[src/rtl/audio_sample_fifo_pkg.sv]
// audio_fifo_pkg: shared types and constants for the audio sample FIFO.
//   fill_state_e  - prefill controller states (FILL/RUN)
//   level_width() - bit width needed to hold a level of 0..depth
//   DEF_*         - default parameter values
package audio_fifo_pkg;

  localparam int DEF_WIDTH    = 16;
  localparam int DEF_CHANNELS = 2;
  localparam int DEF_DEPTH    = 8;

  typedef enum logic {
    FILL = 1'b0,
    RUN  = 1'b1
  } fill_state_e;

  function automatic int level_width(input int depth);
    return $clog2(depth + 1);
  endfunction

endpackage

[src/rtl/audio_sample_fifo_if.sv]
// audio_sample_fifo_if: sample-path signals between the producer/packetiser and the FIFO.
//   in_valid     - one-cycle write strobe
//   in_data      - input frame, CHANNELS*WIDTH bits, channel 0 in the LSBs
//   audio_sample - one-cycle read strobe from the packetiser
//   out_data     - registered output frame
// Modports: master (bench/producer side), slave (FIFO side).
interface audio_sample_fifo_if
  import audio_fifo_pkg::*;
#(
  parameter int WIDTH    = DEF_WIDTH,
  parameter int CHANNELS = DEF_CHANNELS
);

  logic                      in_valid;
  logic [CHANNELS*WIDTH-1:0] in_data;
  logic                      audio_sample;
  logic [CHANNELS*WIDTH-1:0] out_data;

  modport master (output in_valid, output in_data, output audio_sample, input out_data);
  modport slave  (input in_valid, input in_data, input audio_sample, output out_data);

endinterface

[src/rtl/audio_fifo_ram.sv]
// audio_fifo_ram: simple dual-port RAM, DEPTH x DW, synchronous write.
// The read register holds its value unless re or load is asserted; it is
// also the block's output register, so load lets pass-through frames land
// in it directly.
//   clk, reset_n     - clock, async active-low reset (clears rdata only)
//   we, waddr, wdata - write port
//   re, raddr        - read port, rdata updates the cycle after re
//   load, load_data  - direct load of rdata, takes priority over re
//   rdata            - registered read data
module audio_fifo_ram #(
  parameter int DW    = 32,
  parameter int DEPTH = 8,
  parameter int AW    = $clog2(DEPTH)
) (
  input  logic          clk,
  input  logic          reset_n,
  input  logic          we,
  input  logic [AW-1:0] waddr,
  input  logic [DW-1:0] wdata,
  input  logic          re,
  input  logic [AW-1:0] raddr,
  input  logic          load,
  input  logic [DW-1:0] load_data,
  output logic [DW-1:0] rdata
);

  logic [DW-1:0] mem [DEPTH];

  always_ff @(posedge clk) begin
    if (we) mem[waddr] <= wdata;
  end

  // Read-before-write on a shared address: a full FIFO reading and writing
  // the same slot gets the old frame, which is the one it should output.
  always_ff @(posedge clk or negedge reset_n) begin
    if (!reset_n)  rdata <= '0;
    else if (load) rdata <= load_data;
    else if (re)   rdata <= mem[raddr];
  end

endmodule

[src/rtl/audio_sample_fifo.sv]
// audio_sample_fifo: multi-channel audio sample buffer in the HDMI pixel clock domain.
//   clk, reset_n  - pixel clock, async active-low reset
//   enable        - 1: FIFO mode, 0: pass-through (FIFO flushed, out_data follows in_valid)
//   clear_flags   - clears overflow/underflow; a same-cycle set wins
//   bus (slave)   - in_valid/in_data writes, audio_sample reads, out_data
//   level         - stored entries, 0..DEPTH
//   overflow      - sticky, a write was dropped on a full FIFO
//   underflow     - sticky, a read found the FIFO empty (out_data held)
// Build option: AUDIO_FIFO_PREFILL_EN adds a FILL/RUN controller that blocks
// reads until the FIFO is half full; without it the block is always in RUN.
//
// state | meaning
// FILL  | collecting frames, audio_sample ignored until level >= DEPTH/2
// RUN   | reads served; an underflow returns to FILL
module audio_sample_fifo
  import audio_fifo_pkg::*;
#(
  parameter int WIDTH    = DEF_WIDTH,
  parameter int CHANNELS = DEF_CHANNELS,
  parameter int DEPTH    = DEF_DEPTH
) (
  input  logic                          clk,
  input  logic                          reset_n,
  input  logic                          enable,
  input  logic                          clear_flags,
  audio_sample_fifo_if.slave            bus,
  output logic [level_width(DEPTH)-1:0] level,
  output logic                          overflow,
  output logic                          underflow
);

  localparam int FW = CHANNELS * WIDTH;
  localparam int LW = level_width(DEPTH);
  localparam int PW = $clog2(DEPTH);
  localparam logic [LW-1:0] FULL_LVL = LW'(DEPTH);
  localparam logic [LW-1:0] HALF_LVL = LW'(DEPTH / 2);

  logic [PW-1:0] wr_ptr, rd_ptr;
  logic [FW-1:0] out_q;
  logic          in_run, empty, full;
  logic          rd_req, rd_acc, wr_acc, ovf_evt, udf_evt;

  assign empty = (level == '0);
  assign full  = (level == FULL_LVL);

  assign rd_req  = enable & in_run & bus.audio_sample;
  assign rd_acc  = rd_req & ~empty;
  assign udf_evt = rd_req & empty;
  // A full FIFO still takes a write when a read frees a slot in the same cycle.
  assign wr_acc  = enable & bus.in_valid & (~full | rd_acc);
  assign ovf_evt = enable & bus.in_valid & full & ~rd_acc;

`ifdef AUDIO_FIFO_PREFILL_EN
  fill_state_e state, state_nxt;

  always_ff @(posedge clk or negedge reset_n) begin
    if (!reset_n) state <= FILL;
    else          state <= state_nxt;
  end

  always_comb begin
    state_nxt = state;
    if (!enable) begin
      state_nxt = FILL;
    end else begin
      case (state)
        FILL:    if (level >= HALF_LVL) state_nxt = RUN;
        RUN:     if (udf_evt)           state_nxt = FILL;
        default: state_nxt = FILL;
      endcase
    end
  end

  assign in_run = (state == RUN);
`else
  assign in_run = 1'b1;
`endif

  always_ff @(posedge clk or negedge reset_n) begin
    if (!reset_n) begin
      wr_ptr <= '0;
      rd_ptr <= '0;
      level  <= '0;
    end else if (!enable) begin
      wr_ptr <= '0;
      rd_ptr <= '0;
      level  <= '0;
    end else begin
      if (wr_acc) wr_ptr <= wr_ptr + PW'(1);
      if (rd_acc) rd_ptr <= rd_ptr + PW'(1);
      level <= level + LW'(wr_acc) - LW'(rd_acc);
    end
  end

  always_ff @(posedge clk or negedge reset_n) begin
    if (!reset_n) begin
      overflow  <= 1'b0;
      underflow <= 1'b0;
    end else begin
      if (ovf_evt)          overflow  <= 1'b1;
      else if (clear_flags) overflow  <= 1'b0;
      if (udf_evt)          underflow <= 1'b1;
      else if (clear_flags) underflow <= 1'b0;
    end
  end

  audio_fifo_ram #(
    .DW    (FW),
    .DEPTH (DEPTH),
    .AW    (PW)
  ) u_ram (
    .clk       (clk),
    .reset_n   (reset_n),
    .we        (wr_acc),
    .waddr     (wr_ptr),
    .wdata     (bus.in_data),
    .re        (rd_acc),
    .raddr     (rd_ptr),
    .load      (~enable & bus.in_valid),
    .load_data (bus.in_data),
    .rdata     (out_q)
  );

  assign bus.out_data = out_q;

endmodule

[src/flat_wrapper.sv]
// flat-port wrapper written by rule: the top's interface ports become plain ports
module audio_sample_fifo_flat import audio_fifo_pkg::*;
#(
  parameter int WIDTH    = DEF_WIDTH,
  parameter int CHANNELS = DEF_CHANNELS,
  parameter int DEPTH    = DEF_DEPTH
)
  (clk, reset_n, enable, clear_flags, level, overflow, underflow, bus_in_valid, bus_in_data, bus_audio_sample, bus_out_data);
  audio_sample_fifo_if #(.WIDTH(WIDTH), .CHANNELS(CHANNELS)) bus_i ();
  input  logic clk;
  input  logic reset_n;
  input  logic enable;
  input  logic clear_flags;
  output logic [level_width(DEPTH)-1:0] level;
  output logic overflow;
  output logic underflow;
  input wire logic [$bits(bus_i.in_valid)-1:0] bus_in_valid;
  input wire logic [$bits(bus_i.in_data)-1:0] bus_in_data;
  input wire logic [$bits(bus_i.audio_sample)-1:0] bus_audio_sample;
  output wire logic [$bits(bus_i.out_data)-1:0] bus_out_data;
  assign bus_i.in_valid = bus_in_valid;
  assign bus_i.in_data = bus_in_data;
  assign bus_i.audio_sample = bus_audio_sample;
  assign bus_out_data = bus_i.out_data;
  audio_sample_fifo #(.WIDTH(WIDTH), .CHANNELS(CHANNELS), .DEPTH(DEPTH)) u_core (.clk(clk), .reset_n(reset_n), .enable(enable), .clear_flags(clear_flags), .bus(bus_i), .level(level), .overflow(overflow), .underflow(underflow));
endmodule
[config.mk]
export PLATFORM = sky130hd
export DESIGN_NAME = audio_sample_fifo_flat
export DESIGN_NICKNAME = d
export VERILOG_FILES = /design/src/rtl/audio_sample_fifo_pkg.sv /design/src/rtl/audio_sample_fifo_if.sv /design/src/rtl/audio_fifo_ram.sv /design/src/rtl/audio_sample_fifo.sv /design/src/flat_wrapper.sv
export SDC_FILE = /design/constraint.sdc
export NUM_CORES = 1
export LEC_CHECK = 0
export BUFFER_PORTS_ARGS = -buffer_cell sky130_fd_sc_hd__buf_2
export CORE_ASPECT_RATIO = 1.25
export CORE_MARGIN = 1
export CORE_UTILIZATION = 55
export DETAILED_ROUTE_END_ITERATION = 16
export PLACE_DENSITY = 0.73
export SKIP_LAST_GASP = 1
export SLEW_MARGIN = 40
export SYNTH_ARGS = -nofsm -noshare
export SYNTH_HDL_FRONTEND = slang
export SYNTH_HIERARCHICAL = 1
export SYNTH_SLANG_ARGS = --single-unit
[constraint.sdc]
create_clock -name clk -period 5.3 [get_ports clk]
set_input_delay 0.265 -clock clk [delete_from_list [all_inputs] [get_ports clk]]
set_output_delay 0.265 -clock clk [all_outputs]
set_load 0.02 [all_outputs]
==> flow_metrics.env <==
export IMPL_status="finished, final reports clean"
export IMPL_post_cts_setup_buffers=0
export IMPL_slowest_delay_ns=0.68
export IMPL_cts_inserted_buffers=28
export IMPL_drtIter0Drc=495
export IMPL_grt_usage_pct=21.4
export IMPL_cts_tree="done"
export IMPL_htree_levels=1
export IMPL_floorplan_die_area_mm2=0.0229
export IMPL_final_nets=807
export IMPL_synth_warnings=6
export IMPL_syn_nets=716
export IMPL_drc=0
export IMPL_dr_pass1_iters=4
export IMPL_ys_async_sr_fraction_pct=14.7
export IMPL_p_total_uw=6040
export IMPL_worst_ir_drop_vdd_uv=249
export IMPL_synth_edf_count=256
export IMPL_yosysUniqueCellTypes=45
export IMPL_critPathRequiredTime_ns=5.50
export IMPL_clkSlewWorstSetupHoldPaths_ns=0.06
export IMPL_cts_root_buf="clkbuf_16"
export IMPL_num_fill_cells=1455
export IMPL_crit_path_end_kind="flip-flop"
export IMPL_yosys_area_top_type="edfxtp_1"
export IMPL_cp_data_arrival_time_ns=3.25
export IMPL_startpoint_type="flip-flop"
export IMPL_die_width_um=136
export IMPL_cpMaxStageDelayCell="nor3_4"
export IMPL_holdBufCountCts=2
export IMPL_drv_slew=0
export IMPL_design_area_mm2=0.0141
export IMPL_core_mm2=0.0217
export IMPL_finish_utilization_pct=65.0
export IMPL_drive_gt1_share_pct=32.7
export IMPL_ys_flop_type="edfxtp_1"
export IMPL_fp_dieH_um=169
export IMPL_min_period_ns=3.05
export IMPL_ctsResizeCount=0
export IMPL_max_freq_mhz=328
export IMPL_cp_cell_sequence="inv_1 -> ha_1 -> nand3b_1 -> a21boi_2 -> and2_1 -> nand2b_1 -> nor3_4 -> buf_4"
export IMPL_finalWirelength_mm=23.4
export IMPL_syn_avg_cell_area_um2=18.3
export IMPL_grt_max_degree=55
export IMPL_hold_class="input port to flip-flop"
export IMPL_grt_pass1_vias=6609
export IMPL_finClkSkew_ns=0.0125
export IMPL_clock_latency_ns=0.54
export IMPL_crit_path_start="u_core/level[2]"
export IMPL_place_area_mm2=0.0131
export IMPL_r2r_start="u_core/level[2]"
export IMPL_synth_area_top_cells="edfxtp_1, dfrtp_1, mux4_2"
export IMPL_hold_violations=0
export IMPL_min_period_over_period_pct=57.6
export IMPL_num_io_pins=76
export IMPL_yosysTopAreaCellShare_pct=62.7
export IMPL_worst_setup_path_type="flip-flop to flip-flop"
export IMPL_gr_total_overflow=0
export IMPL_post_drt_via_cell_ratio=5.92
export IMPL_ff2ff_setup_slack_ns=2.25
export IMPL_synthCells=670
export IMPL_leakage_uw=0.00479
export IMPL_syn2layout_area_growth_pct=14.9
export IMPL_path_max_fanout=19
export IMPL_vias=6294
export IMPL_timing_setup_tns_ns=0
export IMPL_port_buffers=75
export IMPL_dp_hpwl_mm=14.1
export IMPL_initial_core_util_pct=56.5
export IMPL_wire_per_inst_um=22.0
export IMPL_num_rows=60
export IMPL_synth_yosys_seq_area_share_pct=71.7
export IMPL_clock_sinks=300
export IMPL_slew_headroom_pct=48.0
export IMPL_syn_area_mm2=0.0123
export IMPL_drtAntennaViolNets=0
export IMPL_place_gp_congestion=0.780
export IMPL_grt_pass1_wl_mm=36.6
export IMPL_ys_seq_elements=300
export IMPL_setup_violations=0
export IMPL_grt_antenna_before_repair=1
export IMPL_drv_cap=0
export IMPL_grt_setup_unrepaired="no"
export IMPL_tightest_slew_ns=0.777
export IMPL_p_per_area_mw_per_mm2=428
export IMPL_cts_path_max_buffers=3
export IMPL_min_from="bus_in_data[18]"
[cell families (layout without fill, tap and decap cells)]
family / count (synthesis) / count (layout) / share of synthesized area (%)
simple gates: 104 / 104 / 5.13
mux: 68 / 68 / 9.23
flops: 300 / 300 / 71.7
compound gates: 141 / 141 / 10.4
buf+inv: 48 / 161 / 2.62
other cells: 0 / 1 / 0
xor+xnor: 1 / 1 / 0.0714
fa+ha+maj: 8 / 8 / 0.877
[sequential cells by signal, summed over array words and instances (netlist names)]
register,cells
u_core/rd_ptr,3
u_core/u_ram/mem,256
u_core/wr_ptr,3
u_core/overflow,1
u_core/underflow,1
u_core/u_ram/rdata,32
u_core/level,4
[final cells by class]
type / instances / area (µm²) / share of cell area [%]
repair buffers: 100 / 726 / 5.15
inverters: 9 / 33.8 / 0.240
flip-flops and latches: 300 / 8790 / 62.4
multi-input cells: 322 / 3230 / 22.9
clock buffers: 39 / 813 / 5.77
clock inverters: 13 / 151 / 1.07
diodes: 1 / 2.50 / 0.0178
well taps: 279 / 349 / 2.48
[per-layer routing]
layer | vias to the layer above | global-route usage, % | part of all wire, %
li1 | 2848 | - | -
met3 | 33 | 3.59 | 5.1
met2 | 194 | 36.7 | 52
met4 | 0 | 6.11 | 1.9
met5 | - | 0 | 0
met1 | 3219 | 28.0 | 41
[Yosys cell counts (all sizes together), types with 2 or more instances]
cell type / number
buf: 19
nor3b: 2
a21oi: 2
nor2: 7
mux2i: 4
inv: 9
o21ai: 34
o31ai: 33
nor3: 3
dfrtp: 44
a21boi: 2
edfxtp: 256
and2: 4
nor2b: 67
nand2b: 7
clkbuf: 20
mux4: 32
ha: 7
nand2: 9
a211oi: 32
mux2: 32
a22oi: 32
[metrics by stage]
step                      hold WS [ns]  instances  setup slack (ns)
after floorplan                -0.0306        670              1.20
after global placement           0.418        997              2.16
after global routing            0.0136       1062              2.09
after CTS                     0.000984       1062              2.25
final                           0.0203       1063              2.25
after detailed placement         0.423       1008              2.26
[power breakdown]
part	switching, µW	total, µW	leakage [µW]	internal [µW]
sequential	153	2890	0.00287	2740
combinational	647	1100	0.00145	457
clock	821	2040	0.000475	1220
total	1620	6040	0.00479	4420
[placed cells by master (no fill, tap or decap), drive strengths merged, types with 2 or more instances in the layout]
master	instances
o31ai	33
nand2	9
mux4	32
buf	98
nand2b	7
and2	4
mux2i	4
mux2	32
nor2	7
clkbuf	39
nor3	3
bufinv	3
ha	7
clkinv	9
dlygate4sd3	2
a21boi	2
edfxtp	256
a21oi	2
dfrtp	44
o21ai	34
a22oi	32
inv	9
nor3b	2
nor2b	67
a211oi	32
[worst paths after layout]
check | to | depth (start not counted)
setup / recovery | u_core/u_ram/mem[0][7] | 8
hold / removal | u_core/u_ram/mem[4][18] | 1
setup reg to reg | u_core/u_ram/mem[0][7] | 8
hold reg to reg | u_core/u_ram/rdata[30] | 2
max in group asynchronous | u_core/rd_ptr[0] | 3
min in group asynchronous | u_core/level[1] | 3
[critical path, delay by kind of cell (launching register included)]
kind | cells | cell delay, ns
simple gates | 4 | 1.34
buf+inv | 2 | 0.51
flops | 1 | 0.35
compound gates | 1 | 0.29
fa+ha+maj | 1 | 0.23
Note: power is estimated with default switching activity, not from simulation.
